File: config.mk
export PLATFORM = sky130hd
export DESIGN_NAME = tcm_port_arbiter_flat
export DESIGN_NICKNAME = d
export VERILOG_FILES = /design/src/rtl/tcm_port_arbiter_pkg.sv /design/src/rtl/tcm_port_arbiter_if.sv /design/src/rtl/tcm_port_arbiter_pick.sv /design/src/rtl/tcm_port_arbiter.sv /design/src/flat_wrapper.sv
export SDC_FILE = /design/constraint.sdc
export NUM_CORES = 1
export LEC_CHECK = 0
export CORE_AREA = 2 2 96 98
export CTS_CLUSTER_SIZE = 10
export DETAILED_ROUTE_END_ITERATION = 10
export DIE_AREA = 0 0 98 100
export DONT_BUFFER_PORTS = 1
export HOLD_SLACK_MARGIN = 0.05
export PLACE_DENSITY_LB_ADDON = 0.05
export SLEW_MARGIN = 15
export SYNTH_ARGS = -nofsm -noshare
export SYNTH_HDL_FRONTEND = slang
export SYNTH_SLANG_ARGS = --single-unit
File: constraint.sdc
create_clock -name clk_i -period 4.7 [get_ports clk_i]
set_clock_uncertainty 0.1 [all_clocks]
set_input_delay 1.175 -clock clk_i [delete_from_list [all_inputs] [get_ports clk_i]]
set_output_delay 1.175 -clock clk_i [all_outputs]
set_load 0.1 [all_outputs]
File: src/rtl/tcm_port_arbiter_pkg.sv
// Shared types and defaults for the TCM port arbiter.
package tcm_pkg;

    localparam int unsigned TCM_DATA_WIDTH = 32;
    localparam int unsigned TCM_N_ENTRIES  = 1024;
    localparam int unsigned TCM_LOCK_MAX   = 8;

    typedef enum logic {
        REQ_CORE = 1'b0,
        REQ_DBG  = 1'b1
    } req_id_e;

    // Request fields at the default geometry.
    typedef struct packed {
        logic                            we;
        logic [TCM_DATA_WIDTH/8-1:0]     be;
        logic [$clog2(TCM_N_ENTRIES)-1:0] addr;
        logic [TCM_DATA_WIDTH-1:0]       data;
    } tcm_req_t;

endpackage

File: src/rtl/tcm_port_arbiter_if.sv
// Requester and SRAM-side signals of the TCM port arbiter.
interface tcm_port_arbiter_if #(
    parameter int unsigned DATA_WIDTH = 32,
    parameter int unsigned N_ENTRIES  = 1024
);
    localparam int unsigned AW = $clog2(N_ENTRIES);
    localparam int unsigned BW = DATA_WIDTH / 8;

    logic                  m0_req_i, m0_lock_i, m0_we_i;
    logic [BW-1:0]         m0_be_i;
    logic [AW-1:0]         m0_addr_i;
    logic [DATA_WIDTH-1:0] m0_data_i;
    logic                  m0_gnt_o, m0_ready_o;
    logic [DATA_WIDTH-1:0] m0_data_o;

    logic                  m1_req_i, m1_lock_i, m1_we_i;
    logic [BW-1:0]         m1_be_i;
    logic [AW-1:0]         m1_addr_i;
    logic [DATA_WIDTH-1:0] m1_data_i;
    logic                  m1_gnt_o, m1_ready_o;
    logic [DATA_WIDTH-1:0] m1_data_o;

    logic                  sram_en_o, sram_we_o;
    logic [BW-1:0]         sram_be_o;
    logic [AW-1:0]         sram_addr_o;
    logic [DATA_WIDTH-1:0] sram_data_o;
    logic [DATA_WIDTH-1:0] sram_data_i;
    logic                  sram_ready_i;

    modport slave (
        input  m0_req_i, m0_lock_i, m0_we_i, m0_be_i, m0_addr_i, m0_data_i,
        output m0_gnt_o, m0_ready_o, m0_data_o,
        input  m1_req_i, m1_lock_i, m1_we_i, m1_be_i, m1_addr_i, m1_data_i,
        output m1_gnt_o, m1_ready_o, m1_data_o,
        output sram_en_o, sram_we_o, sram_be_o, sram_addr_o, sram_data_o,
        input  sram_data_i, sram_ready_i
    );

    modport master (
        output m0_req_i, m0_lock_i, m0_we_i, m0_be_i, m0_addr_i, m0_data_i,
        input  m0_gnt_o, m0_ready_o, m0_data_o,
        output m1_req_i, m1_lock_i, m1_we_i, m1_be_i, m1_addr_i, m1_data_i,
        input  m1_gnt_o, m1_ready_o, m1_data_o,
        input  sram_en_o, sram_we_o, sram_be_o, sram_addr_o, sram_data_o,
        output sram_data_i, sram_ready_i
    );

endinterface

File: src/rtl/tcm_port_arbiter_pick.sv
// Combinational winner selection. TCM_ARB_RR_EN selects round-robin
// contention; otherwise requester 0 has fixed priority.
module tcm_arb_pick
    import tcm_pkg::*;
(
    input  logic [1:0] req,
    input  logic       lock_valid,
    input  req_id_e    lock_owner,
    input  logic       lock_at_max,
`ifdef TCM_ARB_RR_EN
    input  req_id_e    rr_last,
`endif
    output req_id_e    win_id,
    output logic       win_valid
);
    req_id_e other;

    always_comb begin
        other     = req_id_e'(~lock_owner);
        win_id    = REQ_CORE;
        win_valid = |req;
        // An exhausted lock hands the port to a waiting requester in the same cycle.
        if (lock_valid && req[lock_owner] && !(lock_at_max && req[other])) begin
            win_id = lock_owner;
        end else if (lock_valid && lock_at_max && req[other]) begin
            win_id = other;
        end else if (req == 2'b10) begin
            win_id = REQ_DBG;
        end else if (req == 2'b11) begin
`ifdef TCM_ARB_RR_EN
            win_id = req_id_e'(~rr_last);
`else
            win_id = REQ_CORE;
`endif
        end
    end

endmodule

File: src/rtl/tcm_port_arbiter.sv
// Two-requester arbiter for one TCM SRAM port with bounded lock and
// one-cycle response routing. Policy macro: TCM_ARB_RR_EN.
module tcm_port_arbiter
    import tcm_pkg::*;
#(
    parameter int unsigned DATA_WIDTH = TCM_DATA_WIDTH,
    parameter int unsigned N_ENTRIES  = TCM_N_ENTRIES,
    parameter int unsigned LOCK_MAX   = TCM_LOCK_MAX
) (
    input logic               clk_i,
    input logic               rst_i,
    tcm_port_arbiter_if.slave bus
);
    localparam int unsigned AW = $clog2(N_ENTRIES);
    localparam int unsigned BW = DATA_WIDTH / 8;
    localparam int unsigned CW = $clog2(LOCK_MAX + 1);

    typedef struct packed {
        logic                  we;
        logic [BW-1:0]         be;
        logic [AW-1:0]         addr;
        logic [DATA_WIDTH-1:0] data;
    } port_req_t;

    logic          lock_valid_q, lock_valid_d;
    req_id_e       lock_owner_q, lock_owner_d;
    logic [CW-1:0] lock_cnt_q, lock_cnt_d;
    logic          resp_valid_q, resp_valid_d;
    req_id_e       resp_owner_q, resp_owner_d;
`ifdef TCM_ARB_RR_EN
    req_id_e       rr_last_q, rr_last_d;
`endif

    logic [1:0] req;
    logic       lock_at_max, win_valid, win_lock, hit0, hit1;
    req_id_e    win_id;
    port_req_t  sel;

    assign req         = {bus.m1_req_i, bus.m0_req_i} & {2{~rst_i}};
    assign lock_at_max = (lock_cnt_q == CW'(LOCK_MAX));

    tcm_arb_pick u_pick (
        .req         (req),
        .lock_valid  (lock_valid_q),
        .lock_owner  (lock_owner_q),
        .lock_at_max (lock_at_max),
`ifdef TCM_ARB_RR_EN
        .rr_last     (rr_last_q),
`endif
        .win_id      (win_id),
        .win_valid   (win_valid)
    );

    always_comb begin
        sel      = '0;
        win_lock = 1'b0;
        if (win_valid) begin
            if (win_id == REQ_DBG) begin
                sel      = '{bus.m1_we_i, bus.m1_be_i, bus.m1_addr_i, bus.m1_data_i};
                win_lock = bus.m1_lock_i;
            end else begin
                sel      = '{bus.m0_we_i, bus.m0_be_i, bus.m0_addr_i, bus.m0_data_i};
                win_lock = bus.m0_lock_i;
            end
        end
        bus.m0_gnt_o    = win_valid && (win_id == REQ_CORE);
        bus.m1_gnt_o    = win_valid && (win_id == REQ_DBG);
        bus.sram_en_o   = win_valid;
        bus.sram_we_o   = sel.we;
        bus.sram_be_o   = sel.be;
        bus.sram_addr_o = sel.addr;
        bus.sram_data_o = sel.data;
    end

    // A response landing while reset is asserted is dropped.
    always_comb begin
        hit0           = resp_valid_q && !rst_i && (resp_owner_q == REQ_CORE);
        hit1           = resp_valid_q && !rst_i && (resp_owner_q == REQ_DBG);
        bus.m0_ready_o = bus.sram_ready_i && hit0;
        bus.m1_ready_o = bus.sram_ready_i && hit1;
        bus.m0_data_o  = hit0 ? bus.sram_data_i : '0;
        bus.m1_data_o  = hit1 ? bus.sram_data_i : '0;
    end

    always_comb begin
        lock_valid_d = lock_valid_q;
        lock_owner_d = lock_owner_q;
        lock_cnt_d   = lock_cnt_q;
        resp_valid_d = win_valid;
        resp_owner_d = win_id;
`ifdef TCM_ARB_RR_EN
        rr_last_d    = win_valid ? win_id : rr_last_q;
`endif
        if (win_valid && win_lock) begin
            lock_valid_d = 1'b1;
            lock_owner_d = win_id;
            if (lock_valid_q && (lock_owner_q == win_id))
                lock_cnt_d = lock_at_max ? lock_cnt_q : lock_cnt_q + CW'(1);
            else
                lock_cnt_d = CW'(1);
        end else if (win_valid || lock_valid_q) begin
            // Unlocked grant, forced yield, or owner dropped its request.
            lock_valid_d = 1'b0;
            lock_cnt_d   = '0;
        end
    end

    always_ff @(posedge clk_i) begin
        if (rst_i) begin
            lock_valid_q <= 1'b0;
            lock_owner_q <= REQ_CORE;
            lock_cnt_q   <= '0;
            resp_valid_q <= 1'b0;
            resp_owner_q <= REQ_CORE;
`ifdef TCM_ARB_RR_EN
            rr_last_q    <= REQ_DBG;
`endif
        end else begin
            lock_valid_q <= lock_valid_d;
            lock_owner_q <= lock_owner_d;
            lock_cnt_q   <= lock_cnt_d;
            resp_valid_q <= resp_valid_d;
            resp_owner_q <= resp_owner_d;
`ifdef TCM_ARB_RR_EN
            rr_last_q    <= rr_last_d;
`endif
        end
    end

endmodule
File: src/flat_wrapper.sv
// flat-port wrapper written by rule: the top's interface ports become plain ports
module tcm_port_arbiter_flat import tcm_pkg::*;
#(
    parameter int unsigned DATA_WIDTH = TCM_DATA_WIDTH,
    parameter int unsigned N_ENTRIES  = TCM_N_ENTRIES,
    parameter int unsigned LOCK_MAX   = TCM_LOCK_MAX
)
  (clk_i, rst_i, bus_m0_req_i, bus_m0_lock_i, bus_m0_we_i, bus_m0_be_i, bus_m0_addr_i, bus_m0_data_i, bus_m0_gnt_o, bus_m0_ready_o, bus_m0_data_o, bus_m1_req_i, bus_m1_lock_i, bus_m1_we_i, bus_m1_be_i, bus_m1_addr_i, bus_m1_data_i, bus_m1_gnt_o, bus_m1_ready_o, bus_m1_data_o, bus_sram_en_o, bus_sram_we_o, bus_sram_be_o, bus_sram_addr_o, bus_sram_data_o, bus_sram_data_i, bus_sram_ready_i);
  tcm_port_arbiter_if #(.DATA_WIDTH(DATA_WIDTH), .N_ENTRIES(N_ENTRIES)) bus_i ();
  input logic clk_i;
  input logic rst_i;
  input wire logic [$bits(bus_i.m0_req_i)-1:0] bus_m0_req_i;
  input wire logic [$bits(bus_i.m0_lock_i)-1:0] bus_m0_lock_i;
  input wire logic [$bits(bus_i.m0_we_i)-1:0] bus_m0_we_i;
  input wire logic [$bits(bus_i.m0_be_i)-1:0] bus_m0_be_i;
  input wire logic [$bits(bus_i.m0_addr_i)-1:0] bus_m0_addr_i;
  input wire logic [$bits(bus_i.m0_data_i)-1:0] bus_m0_data_i;
  output wire logic [$bits(bus_i.m0_gnt_o)-1:0] bus_m0_gnt_o;
  output wire logic [$bits(bus_i.m0_ready_o)-1:0] bus_m0_ready_o;
  output wire logic [$bits(bus_i.m0_data_o)-1:0] bus_m0_data_o;
  input wire logic [$bits(bus_i.m1_req_i)-1:0] bus_m1_req_i;
  input wire logic [$bits(bus_i.m1_lock_i)-1:0] bus_m1_lock_i;
  input wire logic [$bits(bus_i.m1_we_i)-1:0] bus_m1_we_i;
  input wire logic [$bits(bus_i.m1_be_i)-1:0] bus_m1_be_i;
  input wire logic [$bits(bus_i.m1_addr_i)-1:0] bus_m1_addr_i;
  input wire logic [$bits(bus_i.m1_data_i)-1:0] bus_m1_data_i;
  output wire logic [$bits(bus_i.m1_gnt_o)-1:0] bus_m1_gnt_o;
  output wire logic [$bits(bus_i.m1_ready_o)-1:0] bus_m1_ready_o;
  output wire logic [$bits(bus_i.m1_data_o)-1:0] bus_m1_data_o;
  output wire logic [$bits(bus_i.sram_en_o)-1:0] bus_sram_en_o;
  output wire logic [$bits(bus_i.sram_we_o)-1:0] bus_sram_we_o;
  output wire logic [$bits(bus_i.sram_be_o)-1:0] bus_sram_be_o;
  output wire logic [$bits(bus_i.sram_addr_o)-1:0] bus_sram_addr_o;
  output wire logic [$bits(bus_i.sram_data_o)-1:0] bus_sram_data_o;
  input wire logic [$bits(bus_i.sram_data_i)-1:0] bus_sram_data_i;
  input wire logic [$bits(bus_i.sram_ready_i)-1:0] bus_sram_ready_i;
  assign bus_i.m0_req_i = bus_m0_req_i;
  assign bus_i.m0_lock_i = bus_m0_lock_i;
  assign bus_i.m0_we_i = bus_m0_we_i;
  assign bus_i.m0_be_i = bus_m0_be_i;
  assign bus_i.m0_addr_i = bus_m0_addr_i;
  assign bus_i.m0_data_i = bus_m0_data_i;
  assign bus_m0_gnt_o = bus_i.m0_gnt_o;
  assign bus_m0_ready_o = bus_i.m0_ready_o;
  assign bus_m0_data_o = bus_i.m0_data_o;
  assign bus_i.m1_req_i = bus_m1_req_i;
  assign bus_i.m1_lock_i = bus_m1_lock_i;
  assign bus_i.m1_we_i = bus_m1_we_i;
  assign bus_i.m1_be_i = bus_m1_be_i;
  assign bus_i.m1_addr_i = bus_m1_addr_i;
  assign bus_i.m1_data_i = bus_m1_data_i;
  assign bus_m1_gnt_o = bus_i.m1_gnt_o;
  assign bus_m1_ready_o = bus_i.m1_ready_o;
  assign bus_m1_data_o = bus_i.m1_data_o;
  assign bus_sram_en_o = bus_i.sram_en_o;
  assign bus_sram_we_o = bus_i.sram_we_o;
  assign bus_sram_be_o = bus_i.sram_be_o;
  assign bus_sram_addr_o = bus_i.sram_addr_o;
  assign bus_sram_data_o = bus_i.sram_data_o;
  assign bus_i.sram_data_i = bus_sram_data_i;
  assign bus_i.sram_ready_i = bus_sram_ready_i;
  tcm_port_arbiter #(.DATA_WIDTH(DATA_WIDTH), .N_ENTRIES(N_ENTRIES), .LOCK_MAX(LOCK_MAX)) u_core (.clk_i(clk_i), .rst_i(rst_i), .bus(bus_i));
endmodule
**Word level (Yosys, flattened, before mapping)**

Index checks and enable logic that the tools add are counted.
Widths: inputs -> output; s select.

- Register bits: 8
- Latch bits: 0
- RAM bits: 0
- Bits in read-only memories: 0
- Bits of input ports: 133
- Output and inout bits: 116
- Logic and storage cells: 56
- Memories kept: 0

- Add/subtract/negate cells: 1
- Multiply operators: 0
- Divide/modulo/power cells: 0
- $lt $le $gt $ge: 2
- Equal/unequal tests: 4
- Shift-type cells: 0
- Mux-type cells: 19
- Bitwise logic cells: 5
- Reductions and logical operators: 20

Operators with widths:

| kind | number |
|---|---|
| $mux 47 | 2 |
| $mux 32 | 2 |
| $mux 4 | 4 |
| $logic_and 1x1->1 | 14 |
| $mux 1 | 11 |
| $add 4x1->4 const B | 1 |
| $eq 4x4->1 const B | 1 |
| $lt 1x2->1 const B | 2 |
| $not 1->1 | 4 |
| $ne 3x3->1 const B | 1 |
| $and 2x2->2 | 1 |
| $eq 2x2->1 const B | 1 |
| $logic_not 1->1 | 2 |
| $reduce_and 2->1 | 1 |
| $reduce_bool 2->1 | 1 |
| $reduce_or 2->1 | 1 |
| $eq 1x1->1 | 1 |
| $logic_or 1x1->1 | 1 |

**Logic depth before layout (Yosys ltp)**

- Depth in word-level cells: 13
- Gate-level depth with buffers: 9
- Depth with buffers taken out: 7

**Hierarchy**

A second synthesis with hierarchy kept.

- Cell total of the unflattened synthesis: 240
- Area total of the unflattened synthesis: 1752.9 um^2

Modules (own cells, without submodules):

| module | instances | cells an instance | area each (um^2) | sequential area each (um^2) |
|---|---|---|---|---|
| tcm_port_arbiter | 1 | 235 | 1724.2 | 160.2 |
| tcm_arb_pick | 1 | 5 | 28.8 | 0.0 |

**Least setup slack after synthesis**

No wires, ideal clock.

- Kind: input-to-output
- Start: input rst_i
- End: output bus_sram_addr_o[6]
- Arrival: 3162 ps
- Required time: 3425 ps
- Path slack: 263 ps
- Stages on the path: 5
- Buffers on the path: 2
- Cell sequence: buf_2 > nor2b_1 > a21boi_2 > buf_2 > a22o_1

- Cells in the longest elaborated chain, start to end: 10
- Elaborated cells on any way between the ends: 18
- Those cells by class: eq/ne: 1; mux: 9; bitwise: 2; reduce/logical: 6

Ends and longest elaborated chain:

| item | RTL line | text |
|---|---|---|
| from (decl) | flat_wrapper.sv:11 | `input logic rst_i;` |
| $not 1->1 * | tcm_port_arbiter.sv:39 | `assign req = {bus.m1_req_i, bus.m0_req_i} & {2{~rst_i}};` |
| $and 2x2->2 * | tcm_port_arbiter.sv:39 |  |
| $mux 1 (not written as such) (2 in series) | tcm_port_arbiter_pick.sv:23, tcm_port_arbiter_pick.sv:25 |  |
| $logic_and 1x1->1 | tcm_port_arbiter_pick.sv:23 | `if (lock_valid && req[lock_owner] && !(lock_at_max && req[other])) begin` |
| $logic_not 1->1 | tcm_port_arbiter_pick.sv:23 |  |
| $logic_and 1x1->1 | tcm_port_arbiter_pick.sv:23 |  |
| $mux 1 | tcm_port_arbiter_pick.sv:23 |  |
| $mux 47 | tcm_port_arbiter.sv:58 | `if (win_id == REQ_DBG) begin` |
| $mux 47 * | tcm_port_arbiter.sv:57 | `if (win_valid) begin` |
| to (decl) | flat_wrapper.sv:33 | `output wire logic [$bits(bus_i.sram_addr_o)-1:0] bus_sram_addr_o;` |

Mark *: on every way between the ends. The rest lies on a longest branch, timed or not. The select of a mux whose other input is x is not followed.

**Worst setup path after layout**

- Start: input bus_m1_req_i
- End: output bus_sram_data_o[4]

- Cells in the longest elaborated chain, start to end: 9
- Elaborated cells on any way between the ends: 17
- Those cells by class: eq/ne: 1; mux: 9; bitwise: 1; reduce/logical: 6

Ends and longest elaborated chain:

| item | RTL line | text |
|---|---|---|
| from (decl) | flat_wrapper.sv:21 | `input wire logic [$bits(bus_i.m1_req_i)-1:0] bus_m1_req_i;` |
| $and 2x2->2 * | tcm_port_arbiter.sv:39 |  |
| $mux 1 (not written as such) (2 in series) | tcm_port_arbiter_pick.sv:23, tcm_port_arbiter_pick.sv:25 |  |
| $logic_and 1x1->1 | tcm_port_arbiter_pick.sv:23 |  |
| $logic_not 1->1 | tcm_port_arbiter_pick.sv:23 |  |
| $logic_and 1x1->1 | tcm_port_arbiter_pick.sv:23 |  |
| $mux 1 | tcm_port_arbiter_pick.sv:23 |  |
| $mux 47 | tcm_port_arbiter.sv:58 |  |
| $mux 47 * | tcm_port_arbiter.sv:57 |  |
| to (decl) | flat_wrapper.sv:34 | `output wire logic [$bits(bus_i.sram_data_o)-1:0] bus_sram_data_o;` |

Marks and branches as above.

==> metrics.md <==
| Metric | Value |
|---|---|
| Syn-to-layout area delta | 76.94% |
| Placer congestion estimate | 0.8890 |
| WP data arrival | 2740 ps |
| MaxCap Viol Count | 0 |
| Chip height | 100 um |
| Total grt overflow | 0 |
| Fin Setup TNS | 0 ps |
| Total wire length | 8.031 mm |
| Mapped Cells | about 190 |
| Layout Cells excl Fill | 409 |
| Largest net degree at the start of global routing | 50 |
| Die area | approximately 9800 sq um |
| Post-route total power | 0.5998 mW |
| Synth Warn # | 0 |
| Part of the power in the clock network | approximately 13% |
| Proportion of layout cells with a drive suffix above 1 | between 40% and 50% |
| Setup crit start kind | input pin |
| Initial core utilization | between 10% and 20% |
| Final setup violation count | 0 |
| Placed cells | just over 400 |
| Actual transition at the worst max-transition pin | 547.7 ps |
| Cell Int Power | 0.2253 mW |
| DPL Wire Length | about 7 mm |
| Initial antenna violation count | 2 |
| Switch share | approximately 62% |
| Clock-pin slew on the worst setup and hold paths | roughly 40 ps |
| Per-cell routed wire length | 19.64 um |
| Via-per-instance ratio | 4.795 |
| Crit path kind | in -> out |
| Max Freq | 249.3 MHz |
| Placement row count | 35 |
| Drc violations | 0 |
| Seq pwr share | 12.4% |
| WP data required | around 3400 ps |
| Dominant cells by area after synthesis | a22o_1, and2_1, dfxtp_1 |
| Status | completed |
| Port bufs | 0 |
| Vias in the first global route | 1820 |
| CTS tree | yes |
| Final Cycle Share | 85.33% |
| Comb pwr share | 74.2% |
| Ys flop type | dfxtp_1 |
| Core area | 8890 sq um |
| Maximum VDD drop | about 0.19 mV |
| Worst-path fanout max | 49 |
| Largest area contributor in the netlist | a22o_1 |
| Mapped Nets | about 330 |
| Post-synth ARST share | 0% |
| Insertion delay to the later sink of the worst-skew pair | 220 ps |
| Tmin final | 4011 ps |
| First-pass GRT wire length | between 10 and 15 mm |
| CP endpoint kind | output pin |
| RSZ-0062 raised after global routing | no |
| Pwr/cell area | 230.6 nW/um^2 |
| Post-synthesis sequential area ratio | ~11% |
| Clk buf depth | 2 |
| Yosys reg bits | 8 |
| N_diodes | 0 |
| Register area | approximately 160 sq um |
| NetSw | 0.3745 mW |
| H-tree levels | 1 |
| Count of cell types in the netlist | 41 |
| # Post-CTS Setup Buffers | 0 |
| Clock root cell | clkbuf_8 |
| Fin util | 29.26% |
| EDFF count, synth | 0 |
| Mapped Area | about 1500 sq um |
| DRT Pass-1 Iters | 4 |
| Syn Area/Cell | 7.578 sq um |
| Post-CTS resize count | 0 |
| Share of the synthesized area in the top cell type | 29.79% |
| I/O pin cnt | roughly 250 |
| Post-route ant nets | 0 |
| CTS Hold Buffers Added | 0 |
| Max-slew headroom | 63.33% |
| Global Route Usage Sum | 13.90% |
| FILL cells | 971 |
| Via Count | 1961 |
| Fin Hold WS | approximately 450 ps |
| Total CTS buffers | 3 |
| Layout Nets | about 440 |
| Hold Path Class | reg -> reg |
| Die X | about 98 um |
| Footprint of the multi-input gates | between 1000 and 1500 sq um |
| Max-slew violations | 0 |
| Final hold vios | 0 |
| Leak | 1.273 nW |
| Initial DRC count | 70 |
| Clk sinks | 8 |
cells in the final DEF, fill, tap and decap left out, drive strengths merged, types with 2 or more instances in the layout:
cell type / netlist / layout
inv: 4 / 4
nand3: 2 / 2
nor2: 7 / 7
a22o: 50 / 50
dfxtp: 8 / 8
and3: 3 / 3
nor2b: 2 / 2
and2: 67 / 67
and3b: 2 / 2
nand3b: 2 / 2
buf: 11 / 120
a21boi: 2 / 2
clkbuf: 8 / 3
o21ai: 2 / 2
ha: 2 / 2
nand2: 4 / 4
through the flow:
| stage | worst slack [ps] | area, sq um |
|---|---|---|
| finish | 689.4 | 2601 |
| global route | 538.3 | 2601 |
| CTS | 704.8 | 2601 |
| detailed placement | 709.5 | 2560 |
| global placement | 777.2 | 2560 |
| floorplan | 263.0 | 1470 |
state kept, by name, indices dropped and copies added (netlist names):
signal,flops
u_core.lock_valid_q,1
u_core.resp_owner_q,1
u_core.lock_owner_q,1
u_core.lock_cnt_q,4
u_core.resp_valid_q,1
synth_stat cells (all sizes together), types with 2 or more instances:
library cell	number
and2	67
a22o	50
buf	11
clkbuf	8
dfxtp	8
nor2	7
inv	4
nand2	4
and3	3
a21boi	2
and3b	2
ha	2
nand3	2
nand3b	2
nor2b	2
o21ai	2
per-layer routing:
metal / wire length (um) / global-route usage, % / up-vias
met5: 27 / 0 / -
met4: 161 / 2.778 / 4
met3: 952 / 7.173 / 18
met2: 4006 / 24.13 / 116
met1: 2883 / 15.32 / 913
li1: - / - / 910
path summary, 6_finish.rpt:
check,start,end,slack (ps),depth (start not counted)
hold reg to reg,u_core.lock_cnt_q[0],u_core.lock_cnt_q[0],450,2
setup / recovery,bus_m1_req_i,bus_sram_data_o[4],690,5
setup reg to reg,u_core.lock_cnt_q[0],u_core.lock_owner_q,2460,8
hold / removal,u_core.lock_cnt_q[0],u_core.lock_cnt_q[0],450,2
critical path, stage by stage:
cell and delay (ps):
nor2b_1 290, a21boi_4 220, buf_4 420, a22o_1 270
buf_4 310
layout make-up:
| cell class | count | area share (%) |
|---|---|---|
| tap | 111 | 5.339 |
| clock buffer | 3 | 1.587 |
| sequential | 8 | 6.157 |
| timing repair buffer | 120 | 39.92 |
| multi-input combinational | 163 | 46.42 |
| inverter | 4 | 0.5772 |
logic make-up after synthesis:
kind of cell | after synthesis | share of synthesized area, %
AO/OA/AOI/OAI | 63 | 36.77
flip-flops | 8 | 10.89
XOR/XNOR | 2 | 1.192
AND/OR/NAND/NOR | 95 | 39.92
adder cells (fa/ha/maj) | 2 | 1.702
buffers and inverters | 23 | 8.510
multiplexers | 1 | 1.021
power groups by stage:
stage | registers [mW] | clock network (mW) | logic [mW]
4_1_cts | 0.0741 | 0.0846 | 0.447
5_1_grt | 0.0746 | 0.0872 | 0.455
3_5_place_dp | 0.0752 | 0 | 0.446
6_report | 0.0742 | 0.0806 | 0.445
2_1_floorplan | 0.0734 | 0 | 0.356
3_3_place_gp | 0.0753 | 0 | 0.445
No activity file was read; power rests on OpenSTA's default activity.
